<file path="config.mk">
export PLATFORM = sky130hd
export DESIGN_NAME = cdb_issue_scheduler
export DESIGN_NICKNAME = d
export VERILOG_FILES = /design/src/rtl/cdb_issue_scheduler.sv
export SDC_FILE = /design/constraint.sdc
export NUM_CORES = 1
export LEC_CHECK = 0
export CORE_MARGIN = 1.5
export CORE_UTILIZATION = 35
export CTS_BUF_LIST = sky130_fd_sc_hd__clkbuf_2
export CTS_CLUSTER_SIZE = 28
export DETAILED_ROUTE_END_ITERATION = 10
export HOLD_SLACK_MARGIN = 0.05
export PLACE_DENSITY = 0.65
export SLEW_MARGIN = 30
export SYNTH_ARGS = -nofsm -noshare
export SYNTH_HDL_FRONTEND = slang
export SYNTH_SLANG_ARGS = --single-unit
</file>
<file path="constraint.sdc">
create_clock -name Clk -period 2.5 [get_ports Clk]
set_input_delay 0.25 -clock Clk [delete_from_list [all_inputs] [get_ports Clk]]
set_output_delay 0.25 -clock Clk [all_outputs]
set_load 0.005 [all_outputs]
</file>
<file path="src/rtl/cdb_issue_scheduler.sv">
// cdb_issue_scheduler: decides each cycle which ready issue queues may
// dispatch so that no two results land on the common data bus together.
//
// Ports:
//   Clk, Resetb   clock (rising edge), asynchronous active-low reset
//   Fast_Rdy      per-queue ready for the single-cycle channels (bit0 int, bit1 lsb)
//   IssMul_Rdy    multiply queue has a ready instruction
//   IssDiv_Rdy    divide queue has a ready instruction
//   Div_ExeRdy    divide execution unit can accept a request
//   Iss_Fast      one-hot-or-zero grant to the single-cycle queues (combinational)
//   Iss_Mult      multiply grant (combinational)
//   Iss_Div       divide grant (combinational)
//   Res_Vec       registered CDB reservation vector; bit k = slot k+1 cycles ahead
//   Div_Busy      registered divider-interval lockout flag
module cdb_issue_scheduler #(
    parameter int unsigned NUM_FAST = 2,
    parameter int unsigned MUL_LAT  = 4,
    parameter int unsigned DIV_LAT  = 7,
    parameter int unsigned DIV_II   = 7,
    parameter int unsigned PTR_W    = (NUM_FAST > 1) ? $clog2(NUM_FAST) : 1
) (
    input  logic                Clk,
    input  logic                Resetb,
    input  logic [NUM_FAST-1:0] Fast_Rdy,
    input  logic                IssMul_Rdy,
    input  logic                IssDiv_Rdy,
    input  logic                Div_ExeRdy,
    output logic [NUM_FAST-1:0] Iss_Fast,
    output logic                Iss_Mult,
    output logic                Iss_Div,
    output logic [DIV_LAT-2:0]  Res_Vec,
    output logic                Div_Busy
);

    localparam int unsigned RES_W = DIV_LAT - 1;
    localparam int unsigned CNT_W = (DIV_II > 1) ? $clog2(DIV_II) : 1;

    logic [PTR_W-1:0] rr_ptr;
    logic [PTR_W-1:0] rr_nxt;
    logic [PTR_W-1:0] lo_idx;
    logic [PTR_W-1:0] hi_idx;
    logic [PTR_W-1:0] fast_idx;
    logic             lo_hit;
    logic             hi_hit;
    logic             fast_hit;
    logic [RES_W-1:0] res_nxt;
    logic [CNT_W-1:0] div_cnt;
    logic [CNT_W-1:0] cnt_nxt;

    // Long-latency grants; gated by reset so nothing issues while held in reset.
    // The divider owns slot t+DIV_LAT alone, so it needs no slot check.
    always_comb begin
        Iss_Div  = Resetb & IssDiv_Rdy & Div_ExeRdy & ~Div_Busy;
        Iss_Mult = Resetb & IssMul_Rdy & ~Res_Vec[MUL_LAT-1];
    end

    // Round-robin search: lowest ready channel at or above the pointer,
    // otherwise the lowest ready channel overall (the wrap-around case).
    always_comb begin
        lo_hit = 1'b0;
        hi_hit = 1'b0;
        lo_idx = '0;
        hi_idx = '0;
        for (int i = int'(NUM_FAST) - 1; i >= 0; i--) begin
            if (Fast_Rdy[i]) begin
                lo_hit = 1'b1;
                lo_idx = PTR_W'(i);
                if (i >= int'(rr_ptr)) begin
                    hi_hit = 1'b1;
                    hi_idx = PTR_W'(i);
                end
            end
        end
    end

    // Fast grant needs the t+1 slot free; the pointer advances only on a grant.
    always_comb begin
        fast_hit = Resetb & ~Res_Vec[0] & lo_hit;
        fast_idx = hi_hit ? hi_idx : lo_idx;
        Iss_Fast = '0;
        rr_nxt   = rr_ptr;
        if (fast_hit) begin
            Iss_Fast = NUM_FAST'(1) << fast_idx;
            rr_nxt   = (fast_idx == PTR_W'(NUM_FAST - 1)) ? '0 : fast_idx + PTR_W'(1);
        end
    end

    // Reservation shift plus new claims; divider interval countdown.
    always_comb begin
        res_nxt              = {1'b0, Res_Vec[RES_W-1:1]};
        res_nxt[MUL_LAT-2]   = res_nxt[MUL_LAT-2] | Iss_Mult;
        res_nxt[DIV_LAT-2]   = res_nxt[DIV_LAT-2] | Iss_Div;
        cnt_nxt              = div_cnt;
        if (Iss_Div) begin
            cnt_nxt = CNT_W'(DIV_II - 1);
        end else if (div_cnt != '0) begin
            cnt_nxt = div_cnt - CNT_W'(1);
        end
    end

    // State registers.
    always_ff @(posedge Clk or negedge Resetb) begin
        if (!Resetb) begin
            rr_ptr   <= '0;
            Res_Vec  <= '0;
            div_cnt  <= '0;
            Div_Busy <= 1'b0;
        end else begin
            rr_ptr   <= rr_nxt;
            Res_Vec  <= res_nxt;
            div_cnt  <= cnt_nxt;
            Div_Busy <= (cnt_nxt != '0);
        end
    end

endmodule
</file>
# ---- After elaboration in Yosys (flattened, before gate mapping)
# Cells that the tools add are included.
dict set report totals {
  output_inout_bits 11
  elab_cells 33
  ff_bits 11
  in_bits 7
}
dict set report op_classes {
  magnitude_cmp 1
  muxes 12
  n_addsub 2
  n_reduce_logical 2
  n_bitwise 11
  shift 1
}
# op count
set ops {}
lappend ops {{two-way mux 1 bit} 9}
lappend ops {{bitwise AND 1 bit} 7}
lappend ops {{two-way mux 3 bit} 2}
lappend ops {{nonzero test 3 bit} 2}
lappend ops {{inverter 1 bit} 3}
lappend ops {{subtractor 3 x 1 -> 3 bit, second input constant} 1}
lappend ops {{two-way mux 2 bit} 1}
lappend ops {{<< shifter 1 x 1 -> 2 bit, first input constant} 1}
lappend ops {{adder 1 bit, second input constant} 1}
lappend ops {{greater-or-equal comparator 1 bit, first input constant} 1}
lappend ops {{OR 1 bit} 1}

# ---- Longest topological paths before layout
dict set report logic_depth {
  word_depth 6
  ltp_mapped 5
  depth_no_buf 5
}

# ---- Worst setup path before layout
# No wires, ideal clock.
dict set report synth_path {
  kind {register to register}
  startpoint {register div_cnt[0]}
  endpoint {register Div_Busy}
  slack_ps 964
  path_stages_with_launch 6
  setup_ps 124
  arrival_ps 1412
  t_required_ps 2376
  synth_period_minus_slack_ps 1536
  n_path_buf 0
  path_cell_list {dfrtp_1 inv_1 ha_1 ha_1 or3b_1 a211o_1}
}
dict set report synth_between {
  elab_chain_len 4
  elab_cells_between_ends 5
  classes_between {add/sub: 1; mux: 2; reduce/logical: 2}
}
# element line
set synth_lines {}
lappend synth_lines {{from (decl)} 47} ;# logic [CNT_W-1:0] div_cnt;
lappend synth_lines {{from (signal assigned)} 111} ;# div_cnt <= cnt_nxt;
lappend synth_lines {{subtractor 3 x 1 -> 3 bit or nonzero test 3 bit (tied branches)} {97, 96}}
lappend synth_lines {{two-way mux 3 bit *} 96} ;# end else if (div_cnt != '0) begin
lappend synth_lines {{two-way mux 3 bit *} 94} ;# if (Iss_Div) begin
lappend synth_lines {{nonzero test 3 bit *} 112} ;# Div_Busy <= (cnt_nxt != '0);
lappend synth_lines {{to (signal assigned)} 112}
lappend synth_lines {{to (decl)} 32} ;# output logic Div_Busy
# Every way passes the cells marked *; elsewhere a longest branch is shown, timed or not.
# A chain may end at the register's enable or synchronous reset.

# ---- Final worst setup path
dict set report layout_path {
  startpoint {input Resetb}
  endpoint {output Iss_Div}
}
dict set report layout_between {
  elab_chain_len 3
}
# element line
set layout_lines {}
lappend layout_lines {{from (decl)} 23} ;# input logic Resetb,
lappend layout_lines {{bitwise AND 1 bit (3 in series)} 53} ;# Iss_Div = Resetb & IssDiv_Rdy & Div_ExeRdy & ~Div_Busy;
lappend layout_lines {{to (decl)} 30} ;# output logic Iss_Div,
# Every way passes these cells.

==> impl_metrics.tcl <==
set metrics [dict create \
    run_status "finished, final reports clean" \
    stdcell_area_um2 684 \
    clkSinkCount 11 \
    crit_cells 4 \
    worstSetupPathType "in2out" \
    total_half_perimeter_wirelength_after_legalization_and_detailed_placement_um 652 \
    worst_ep_arrival_time_ps 1760 \
    synth_ff_type "sky130_fd_sc_hd__dfrtp_1" \
    fin_crit_ps 2010 \
    synth_fp_nets 53 \
    drcViolationCount 0 \
    ctsHoldBuffers 0 \
    critical_path.cell_chain "clkdlybuf4s50_1 > nand4b_1 > inv_1 > clkdlybuf4s50_1" \
    tritoncts "built" \
    synth_cell_types 17 \
    crit_start "Resetb" \
    initial_utilization 0.377 \
    timing.critical_path.slowest_stage_cell "sky130_fd_sc_hd__clkdlybuf4s50_1" \
    row_count 13 \
    areaGrowthSynthToFinish_pct 39.5 \
    synthesis.instances 43 \
    floorplan.die_area_mm2 0.00163 \
    max_h_tree_level 1 \
    p_leak_nw 0.335 \
    cp.required_ps 2250 \
    global_route.overflow_total 0 \
    synth.ff_latch_count 11 \
    critical_path_buf_inv_count 3 \
    clock-skew-final_ps 0.970 \
    clock_latency_at_the_later_pin_of_the_worst_skew_pair_ps 240 \
    yosys_warnings 0 \
    worst_pin_slew_ps 309 \
    clk_path_buf_depth 2 \
    worst_setup_hold_path_clk_slew_ps 100 \
    reg2reg_slack_ps 850 \
    gr-usage-all-layers 0.116 \
    number_of_buffers_inserted_during_clock_tree_synthesis 3 \
    maximum_number_of_pins_on_one_net_before_global_route_repair 10 \
    floorplan.io_pins 18 \
    setup_viol 0 \
    crit_fanout 9 \
    num_antenna_cells 0 \
    yosysSeqAreaShare 0.561 \
    achievable-frequency_mhz 498 \
    fp.dieH_um 40.4 \
    cap_viol_max_count 0 \
    first_global_vias 311 \
    most_prevalent_standard_cell_on_the_critical_path "sky130_fd_sc_hd__clkdlybuf4s50_1" \
    timing.critical_path.from_type "input port" \
    timing.reg2reg.worst_path_depth 5 \
    vdd_drop_max_mv 0.390 \
    cts.repair.resized 0 \
    wl_per_cell_um 10.8 \
    routability_congestion 0.718 \
    syn_avg_cell_area_um2 11.4 \
    power.density_mw_per_mm2 787 \
    first_pass_iters 4 \
    setup_tns_ps 0 \
    number_of_hold_violations_in_the_final_report 0 \
    cp-end-kind "primary output" \
    placed_area_um2 664 \
    slew_viol_final 0 \
    num_vias 347 \
    detailedRoute.firstIterationViolations 1 \
    grt_pass1_wl_um 1240 \
    crit_path_end "Iss_Div" \
    buffer_ports.inserted 17 \
    number_of_synthesized_flops_with_an_enable_pin 0 \
    postRouteAntennaNets 0 \
    most-common-layout-cells "sky130_fd_sc_hd__clkdlybuf4s50_1 (17), sky130_fd_sc_hd__dfrtp_1 (11), sky130_fd_sc_hd__inv_1 (6)" \
    vias_per_cell 4.51 \
    core_mm2 0.00130 \
    max-slew-margin-rel 0.793 \
    routed_wl_um 831 \
    clock_tree.root_cell "sky130_fd_sc_hd__clkbuf_2" \
    timing.critical_path.slowest_cell_delay_ps 650 \
    rsz_0062_raised_after_global_routing "false" \
    fin_crit_sh 0.803 \
    crit-reg2reg-launch "div_cnt[0]$_DFF_PN0_" \
    async_flop_share 1.00 \
    timing.hold.worst.class "in2async" \
    final_common_cell "sky130_fd_sc_hd__clkdlybuf4s50_1" \
    mappedNetlistArea_um2 490 \
    antenna_found_initial 0 \
    post_cts_buffers 0 \
    cpLargestDelayFamily "buffers and inverters" \
    drive_gt1_frac 0.0968 \
    crit-reg2reg-capture "Div_Busy$_DFF_PN0_" \
    num-nets-final 73 \
    die_x_um 40.4 \
]
[registers in the layout (all words and copies together), names as in the netlist]
register and flops:
rr_ptr 1, Res_Vec 6, Div_Busy 1, div_cnt 3
[worst min path at each step]
stage / endpoint / cells after the start / slack [ps]
final: div_cnt[2]$_DFF_PN0_ / 1 / 250
after global routing: rr_ptr$_DFFE_PN0P_ / 1 / 230
after CTS: div_cnt[2]$_DFF_PN0_ / 1 / 240
after detailed placement: Res_Vec[4]$_DFF_PN0_ / 0 / 370
after global placement: Res_Vec[1]$_DFF_PN0_ / 0 / 360
after floorplan: Div_Busy$_DFF_PN0_ / 0 / -50
[kinds of logic (layout without fill, tap and decap cells)]
family / Yosys count / count (layout) / synth area share
xor gates and xnor gates: 1 / 1 / 0.0179
AOI/OAI and AO/OA: 5 / 5 / 0.0587
adders and majority gates: 3 / 3 / 0.0765
DFF: 11 / 11 / 0.561
and+or+nand+nor: 13 / 13 / 0.179
buffers and inverters: 10 / 29 / 0.107
[Yosys cell counts (2+ instances only)]
master / n / share of area
sky130_fd_sc_hd__nand3b_1: 3 / 0.046
sky130_fd_sc_hd__inv_1: 6 / 0.046
sky130_fd_sc_hd__nor2_1: 2 / 0.015
sky130_fd_sc_hd__nand2b_1: 2 / 0.026
sky130_fd_sc_hd__dfrtp_1: 11 / 0.56
sky130_fd_sc_hd__buf_4: 4 / 0.061
sky130_fd_sc_hd__a21oi_1: 3 / 0.031
sky130_fd_sc_hd__ha_1: 3 / 0.077
[routing by layer]
metal  global-route usage  vias to the layer above  share of wire
li1                     -                      173              -
met1                0.137                      160           0.46
met2                0.187                       14           0.43
met3               0.0444                        0           0.11
met4               0.0500                        0              0
met5                    0                        -              0
[per-stage QoR]
step           total power, mW  hold WS (ps)  setup slack (ps)   util  cells
6_report                 0.539           250               492  0.526     77
5_1_grt                  0.589           233               368  0.526     77
4_1_cts                  0.546           242               470  0.526     77
3_5_place_dp             0.449           366               490  0.511     73
3_3_place_gp             0.446           361               514  0.511     73
2_1_floorplan            0.375         -45.6               964      -     43
[cell type report]
cell class | instances | area (um2)
Clock buffer | 4 | 20.0
Timing Repair Buffer | 19 | 185
Tap cell | 15 | 18.8
Fill cell | 118 | 617
Multi-Input combinational cell | 22 | 163
Sequential cell | 11 | 275
Inverter | 6 | 22.5
[where the power goes]
part	internal (mW)	switching, mW	total (mW)	leakage, nW
combinational	0.112	0.0809	0.193	0.180
clock	0.0425	0.0541	0.0967	0.0166
sequential	0.220	0.0288	0.249	0.138
No activity file was read; power rests on OpenSTA's default activity.
==> edit, RTL diff (config.mk and constraints unchanged) <==
`DIV_II`: 7 -> 8.
--- a/src/rtl/cdb_issue_scheduler.sv
+++ b/src/rtl/cdb_issue_scheduler.sv
@@ -16,7 +16,7 @@
     parameter int unsigned NUM_FAST = 2,
     parameter int unsigned MUL_LAT  = 4,
     parameter int unsigned DIV_LAT  = 7,
-    parameter int unsigned DIV_II   = 7,
+    parameter int unsigned DIV_II   = 8,
     parameter int unsigned PTR_W    = (NUM_FAST > 1) ? $clog2(NUM_FAST) : 1
 ) (
     input  logic                Clk,
Function: changed (a bounded check fails within 10 cycles, from zero or initial values and one cycle with Resetb low).
==> edit against the unedited design <==
Sequential cell count is the same; maximum frequency grew 4.0%; synthesized cell count grew 2.3%; total power grew 0.34%; critical endpoint is now Iss_Fast[0]; die area is the same; clock power grew 2%; setup slack gained 77 ps; synthesized area is the same; worst hold slack gained 72 ps; critical path depth grew 1; routed wire length shrank 1.9%; global-route usage grew 0.55 points; final area shrank 1.1%.
==> edit: results <==
set metrics [dict create \
    placed_area_um2 657 \
    reg2reg_slack_ps 1160 \
    power.density_nw_per_um2 798 \
    signal_buffers 18 \
    grtUsageTotal 0.122 \
    synth_common_cells "dfrtp_1, inv_1, buf_4" \
    fillCellCount 136 \
    status "complete, no violations" \
    slew_headroom 0.831 \
    largestClassByArea "registers" \
    hpwlAfterDp_um 587 \
    arrival_ps 1680 \
    synth_edf_count 0 \
    drive_gt1_frac 0.0806 \
    synth_cell_types 18 \
    synth_area_leaders "dfrtp_1, ha_1, buf_4" \
    fin_skew_ps 3.59 \
    hold_ws_ps 322 \
    buf_share 0.262 \
    synth.avg_cell_area_um2 11.1 \
    final-clk-cell-share 0.0296 \
    place_ws_ps 548 \
    place.gp.congestion 0.741 \
    fin_util 0.520 \
    p_switching_mw 0.167 \
    p_leak_nw 0.335 \
    cp_slowest_stage_delay_ps 510 \
    vias 353 \
    vdd_drop_max_mv 0.378 \
    syn_nets 54 \
    p_seq_frac 0.461 \
    cp_max_fo 15 \
    grt_max_degree 16 \
]
edit: cells by family after synthesis:
kind of cell,after synthesis,share of synthesized area
DFF,11,0.561
AOI/OAI and AO/OA,5,0.0561
buffers and inverters,11,0.115
and+or+nand+nor,13,0.173
xor gates and xnor gates,1,0.0179
adders and majority gates,3,0.0765
edit: worst max path at each step:
stage / end / slack [ps] / cells after the start
global placement: Iss_Fast[1] / 560 / 5
CTS: Iss_Fast[1] / 540 / 5
floorplan: Div_Busy$_DFF_PN0_ / 1250 / 5
finish: Iss_Fast[0] / 570 / 5
detailed placement: Iss_Fast[1] / 550 / 5
global route: Iss_Fast[1] / 470 / 5
edit: worst reg2reg max path, cell delays in order (launching register included):
cell and delay, ps:
dfrtp_1 410, inv_1 60, ha_1 210, ha_1 240, and3b_1 220, o211ai_1 90
edit: per-layer routing:
metal,up-vias,part of all wire,track usage
li1,171,-,-
met1,166,0.44,0.153
met2,16,0.45,0.171
met3,0,0.11,0.0500
met4,0,0,0.0750
met5,-,0,0
